$ cat src/rtl/armv8_pkg.sv
// Shared widths and the fetch-buffer entry layout for the ARMv8 front end.
package armv8_pkg;
  localparam int unsigned INSTR_W = 32;
  localparam int unsigned ADDR_W  = 64;
  localparam logic [ADDR_W-1:0] PC_INC = 64'd4;

  typedef struct packed {
    logic               valid;
    logic               filled;
    logic [ADDR_W-1:0]  pc;
    logic [INSTR_W-1:0] instr;
  } fetch_entry_t;
endpackage

$ cat src/rtl/fetch_buffer.sv
// Circular fetch buffer: entries allocated at issue, filled in order by
// memory responses, and popped at the head by the decode handshake.
module fetch_buffer
  import armv8_pkg::*;
#(
  parameter  int unsigned DEPTH = 2,
  localparam int unsigned PTR_W = $clog2(DEPTH)
) (
  input  logic               clk,
  input  logic               rst_n,
  input  logic               i_flush,
  input  logic               i_alloc,
  input  logic [ADDR_W-1:0]  i_alloc_pc,
  input  logic               i_fill,
  input  logic [INSTR_W-1:0] i_fill_data,
  input  logic               i_pop,
  output logic [PTR_W:0]     o_count,
  output logic [PTR_W:0]     o_unfilled,
  output logic               o_head_filled,
  output logic [ADDR_W-1:0]  o_head_pc,
  output logic [INSTR_W-1:0] o_head_instr
);
  localparam logic [PTR_W:0] PTR_ONE = 1;

  fetch_entry_t     r_entries [DEPTH];
  logic [PTR_W:0]   r_alloc_ptr;
  logic [PTR_W:0]   r_fill_ptr;
  logic [PTR_W:0]   r_read_ptr;
  logic [PTR_W-1:0] w_alloc_idx;
  logic [PTR_W-1:0] w_fill_idx;
  logic [PTR_W-1:0] w_read_idx;

  assign w_alloc_idx = r_alloc_ptr[PTR_W-1:0];
  assign w_fill_idx  = r_fill_ptr[PTR_W-1:0];
  assign w_read_idx  = r_read_ptr[PTR_W-1:0];

  // Pointers carry one extra wrap bit so full and empty differ.
  assign o_count       = r_alloc_ptr - r_read_ptr;
  assign o_unfilled    = r_alloc_ptr - r_fill_ptr;
  assign o_head_filled = r_entries[w_read_idx].valid && r_entries[w_read_idx].filled;
  assign o_head_pc     = r_entries[w_read_idx].pc;
  assign o_head_instr  = r_entries[w_read_idx].instr;

  always_ff @(posedge clk or negedge rst_n) begin
    if (!rst_n) begin
      r_entries   <= '{default: '0};
      r_alloc_ptr <= '0;
      r_fill_ptr  <= '0;
      r_read_ptr  <= '0;
    end else if (i_flush) begin
      r_entries   <= '{default: '0};
      r_alloc_ptr <= '0;
      r_fill_ptr  <= '0;
      r_read_ptr  <= '0;
    end else begin
      if (i_alloc) begin
        r_entries[w_alloc_idx] <= '{valid: 1'b1, filled: 1'b0, pc: i_alloc_pc, instr: '0};
        r_alloc_ptr            <= r_alloc_ptr + PTR_ONE;
      end
      if (i_fill) begin
        r_entries[w_fill_idx].filled <= 1'b1;
        r_entries[w_fill_idx].instr  <= i_fill_data;
        r_fill_ptr                   <= r_fill_ptr + PTR_ONE;
      end
      if (i_pop) begin
        r_entries[w_read_idx].valid  <= 1'b0;
        r_entries[w_read_idx].filled <= 1'b0;
        r_read_ptr                   <= r_read_ptr + PTR_ONE;
      end
    end
  end
endmodule

$ cat src/rtl/instr_fetch_unit.sv
// Fetch stage: PC register, request issue, redirect handling and the
// discard counter for responses to requests flushed by a taken branch.
module instr_fetch_unit
  import armv8_pkg::*;
#(
  parameter logic [ADDR_W-1:0] RESET_PC  = 64'h0,
  parameter int unsigned       BUF_DEPTH = 2
) (
  input  logic               clk,
  input  logic               rst_n,
  output logic               imem_req,
  output logic [ADDR_W-1:0]  imem_addr,
  input  logic               imem_ready,
  input  logic               imem_rvalid,
  input  logic [INSTR_W-1:0] imem_rdata,
  input  logic               branch_taken,
  input  logic [ADDR_W-1:0]  branch_target,
  output logic               instr_valid,
  input  logic               instr_ready,
  output logic [INSTR_W-1:0] instr,
  output logic [ADDR_W-1:0]  instr_pc
);
  localparam int unsigned CNT_W = $clog2(BUF_DEPTH) + 1;

  logic [ADDR_W-1:0] r_pc;
  logic [CNT_W-1:0]  r_discard;
  logic [CNT_W-1:0]  w_discard_nxt;
  logic [CNT_W-1:0]  w_count;
  logic [CNT_W-1:0]  w_unfilled;
  logic [CNT_W-1:0]  w_inflight;
  logic              w_issue;
  logic              w_fill;
  logic              w_pop;
  logic              w_head_filled;
  logic              w_unused_tgt_lsb;

  assign w_unused_tgt_lsb = ^branch_target[1:0];

  assign w_inflight  = w_count + r_discard;
  assign imem_req    = (w_inflight < CNT_W'(BUF_DEPTH)) && !branch_taken && rst_n;
  assign imem_addr   = r_pc;
  assign w_issue     = imem_req && imem_ready;
  assign w_fill      = imem_rvalid && (r_discard == '0) && !branch_taken;
  assign instr_valid = w_head_filled && !branch_taken;
  assign w_pop       = instr_valid && instr_ready;

  // A response arriving with the redirect retires the oldest outstanding
  // request, whether that one was already being discarded or not.
  always_comb begin
    w_discard_nxt = r_discard;
    if (branch_taken) begin
      w_discard_nxt = r_discard + w_unfilled - CNT_W'(imem_rvalid);
    end else if (imem_rvalid && (r_discard != '0)) begin
      w_discard_nxt = r_discard - CNT_W'(1);
    end
  end

  always_ff @(posedge clk or negedge rst_n) begin
    if (!rst_n) begin
      r_pc      <= RESET_PC;
      r_discard <= '0;
    end else begin
      r_discard <= w_discard_nxt;
      if (branch_taken) begin
        r_pc <= {branch_target[ADDR_W-1:2], 2'b00};
      end else if (w_issue) begin
        r_pc <= r_pc + PC_INC;
      end
    end
  end

  fetch_buffer #(.DEPTH(BUF_DEPTH)) u_fetch_buffer (
    .clk          (clk),
    .rst_n        (rst_n),
    .i_flush      (branch_taken),
    .i_alloc      (w_issue),
    .i_alloc_pc   (r_pc),
    .i_fill       (w_fill),
    .i_fill_data  (imem_rdata),
    .i_pop        (w_pop),
    .o_count      (w_count),
    .o_unfilled   (w_unfilled),
    .o_head_filled(w_head_filled),
    .o_head_pc    (instr_pc),
    .o_head_instr (instr)
  );
endmodule

$ cat config.mk
export PLATFORM = sky130hd
export DESIGN_NAME = instr_fetch_unit
export DESIGN_NICKNAME = d
export VERILOG_FILES = /design/src/rtl/armv8_pkg.sv /design/src/rtl/fetch_buffer.sv /design/src/rtl/instr_fetch_unit.sv
export SDC_FILE = /design/constraint.sdc
export NUM_CORES = 1
export LEC_CHECK = 0
export ABC_AREA = 1
export CAP_MARGIN = 20
export CORE_UTILIZATION = 55
export DETAILED_ROUTE_END_ITERATION = 10
export PLACE_DENSITY = 0.79
export SLEW_MARGIN = 20
export SYNTH_ARGS = -nofsm -noshare
export SYNTH_HDL_FRONTEND = slang
export SYNTH_SLANG_ARGS = --single-unit
export TNS_END_PERCENT = 50
$ cat constraint.sdc
create_clock -name clk -period 5.6 [get_ports clk]
set_input_delay 1.12 -clock clk [delete_from_list [all_inputs] [get_ports clk]]
set_output_delay 1.12 -clock clk [all_outputs]
set_load 0.02 [all_outputs]
==> out/metrics.yaml <==
global_route:
  grt_max_degree: 157
  grt_pass1_vias: 13400
  grt_pass1_wl_um: 73400
  overflow: 0
  track_usage_pct: 35.8
  antenna_found_initial: 0
route:
  drc: 0
  wire_per_inst_um: 18.5
  ant_nets: 0
  drt_wl_total_um: 47400
  dr.first_iter.drc_count: 1587
  viasPerCell: 5.66
  vias: 14500
  firstDrtPassIters: 6
clock_tree:
  cts_hold_buffers: 0
  cts_max_level: 1
  tritoncts: "done"
  cts_setup_buffers: 0
  clk_pin_slew_ps: 60
  ctsResizeCount: 0
  clock_sinks: 264
  clock_latency_ps: 570
  clockRootBuffer: "clkbuf_16"
  clock_path_buffers: 3
  cts_buffers: 29
place:
  port_buffers: 259
  place_ws_ps: 1670
  placed_cell_area_um2: 16900
  place_inst: 2512
  dpl.hpwl_um: 32600
  routabilityCongestion: 0.957
floorplan:
  ioPinCount: 264
  dieHeight_um: 163
  rows: 58
  dieArea_um2: 26700
  die_x_um: 163
  coreArea_um2: 25300
  initial_core_util_pct: 56.5
setup_path:
  critPathMaxFanout: 76
  crit_start: "u_fetch_buffer.r_read_ptr[0]$_DFFE_PN0P_"
  crit_arrival_ps: 3460
  end_kind: "primary output"
  r2r_cells: 11
  r2r_slack_ps: 1740
  r2r-start: "u_fetch_buffer.r_alloc_ptr[0]$_DFFE_PN0P_"
  worstReg2RegEnd: "u_fetch_buffer.r_entries[157]$_DFFE_PN0P_"
  cp-start-kind: "register"
  path_class: "reg -> out"
  required_ps: 4480
final_layout:
  area_growth_pct: 24.9
  fin_util_pct: 70.5
  layout-drive-gt1-share_pct: 3.85
  layout.nets: 2321
  multiInputGateArea_um2: 6480
  design_area_um2: 17900
  n_antenna_cell: 0
  seq_area_um2: 6610
  num-fill-cells: 2046
  instances_no_fill: 2564
synth:
  synth_cell_types: 39
  ys_async_sr_fraction_pct: 100
  synth_area_per_cell_um2: 7.09
  synth_warnings: 0
  syn_area_um2: 14300
  netlist_instances: 2018
  ys.flop_type: "dfrtp_1"
  ys_ff_latch: 264
  synth-edff-count: 0
  ys_seq_area_share_pct: 46.2
sta:
  tns_ps: 0
  drv_slew: 0
  fin_crit_ps: 4580
  setup_violations: 0
  skew_ps: 16.2
  hold_viol: 0
  setup_slack_ps: 1020
  worst_pin_slew_ps: 1010
  grt_setup_unrepaired: "no"
  fmax_ghz: 0.219
  post-route-period-util_pct: 81.7
  relSlewSlack_pct: 32.3
run:
  cap_violations: 0
power:
  p_clk_share_pct: 35.4
  internal-power_mw: 3.76
  ir_drop_mv: 0.261
  power_density_nw_per_um2: 313
  cellLeakagePower_nw: 8.09
  seqPwrFrac_pct: 41.0
  netSwitchingPower_mw: 1.83
  combPwrFrac_pct: 23.6
  p_sw_share_pct: 32.7
status:
  status: "completed"
min_path:
  hold_path_class: "in -> async"
==> worst max-delay path, cell delays in order, from the launching register on <==
cell and delay (ps):
dfrtp_4 970, inv_1 530, buf_4 410, o21ai_0 280, clkdlybuf4s50_1 650
==> routing by layer <==
layer / up-vias / wire length [um] / GRT usage, %
met5: - / 0 / 0
met4: 0 / 1440 / 11.3
met3: 84 / 4670 / 6.63
met2: 734 / 21200 / 53.1
met1: 6902 / 20100 / 52.8
li1: 6799 / - / -
==> cells in the mapped netlist, drive strengths merged (2+ instances only) <==
library cell / instances / area share (%)
nand2: 744 / 20
dfrtp: 264 / 46
o21ai: 256 / 9.0
nand3: 185 / 6.6
inv: 169 / 4.5
nor2: 169 / 4.6
buf: 64 / 2.9
a21oi: 51 / 1.8
clkbuf: 49 / 1.3
nand4: 27 / 1.2
xnor2: 8 / 0.49
xor2: 7 / 0.43
ha: 4 / 0.35
nor3: 4 / 0.17
o211ai: 3 / 0.16
and2: 2 / 0.087
and3: 2 / 0.087
fa: 2 / 0.28
mux2i: 2 / 0.14
==> power groups by stage <==
| stage | sequential [mW] | combinational (mW) | clock (mW) |
|---|---|---|---|
| 4_1_cts | 2.28 | 1.31 | 1.99 |
| 3_3_place_gp | 2.31 | 1.27 | 0 |
| 3_5_place_dp | 2.31 | 1.30 | 0 |
| 6_report | 2.29 | 1.32 | 1.98 |
| 5_1_grt | 2.30 | 1.44 | 2.06 |
| 2_1_floorplan | 2.32 | 0.655 | 0 |
==> placed cells by master, fill, tap and decap left out, drive strengths merged <==
| master | count |
|---|---|
| clkinvlp | 1 |
| clkbuf | 42 |
| nor2 | 169 |
| and3 | 2 |
| nor3b | 1 |
| nand3b | 1 |
| inv | 170 |
| o211ai | 3 |
| nand2 | 744 |
| fa | 2 |
| dfrtp | 264 |
| ha | 4 |
| o21ai | 256 |
| buf | 19 |
| or2 | 1 |
| bufinv | 3 |
| and2 | 2 |
| nand3 | 185 |
| a31oi | 1 |
| nor3 | 4 |
| xnor2 | 8 |
| xor2 | 7 |
| clkdlybuf4s50 | 257 |
| clkinv | 6 |
| mux2i | 2 |
| a21oi | 51 |
| conb | 2 |
| nand4 | 27 |
==> state kept, by name (all words and copies together) (netlist names) <==
signal                      flops
u_fetch_buffer.r_read_ptr       2
r_discard                       2
u_fetch_buffer.r_fill_ptr       2
u_fetch_buffer.r_alloc_ptr      2
imem_addr                      62
u_fetch_buffer.r_entries      194
==> cells by family after synthesis <==
group | share of synthesized area [%]
AO/OA/AOI/OAI | 11.0
XOR/XNOR | 0.919
adder cells (fa/ha/maj) | 0.630
buffers and inverters | 8.62
flip-flops | 46.2
multiplexers | 0.140
other | 0.0262
AND/OR/NAND/NOR | 32.5
==> stage by stage <==
stage	power [mW]	hold WS (ps)
3_5_place_dp	3.61	483
6_report	5.59	424
4_1_cts	5.58	438
3_3_place_gp	3.58	471
5_1_grt	5.81	448
2_1_floorplan	2.98	457
==> cell type report <==
type | instances | share of cell area, %
timing repair buffer | 276 | 15.3
clock inverter | 10 | 0.798
sequential | 264 | 37.0
clock buffer | 42 | 4.73
inverter | 170 | 3.60
multi-input combinational | 1472 | 36.3
tap | 330 | 2.31
==> how the worst max path moves through the flow <==
| stage | cells after the start | end | slack [ps] |
|---|---|---|---|
| after global routing | 4 | instr[5] | 860 |
| after floorplan | 3 | instr_valid | 2600 |
| after detailed placement | 8 | imem_req | 1670 |
| final | 4 | instr[5] | 1020 |
| after global placement | 8 | imem_req | 1700 |
| after CTS | 4 | instr[5] | 1050 |
No activity file was read; power rests on OpenSTA's default activity.
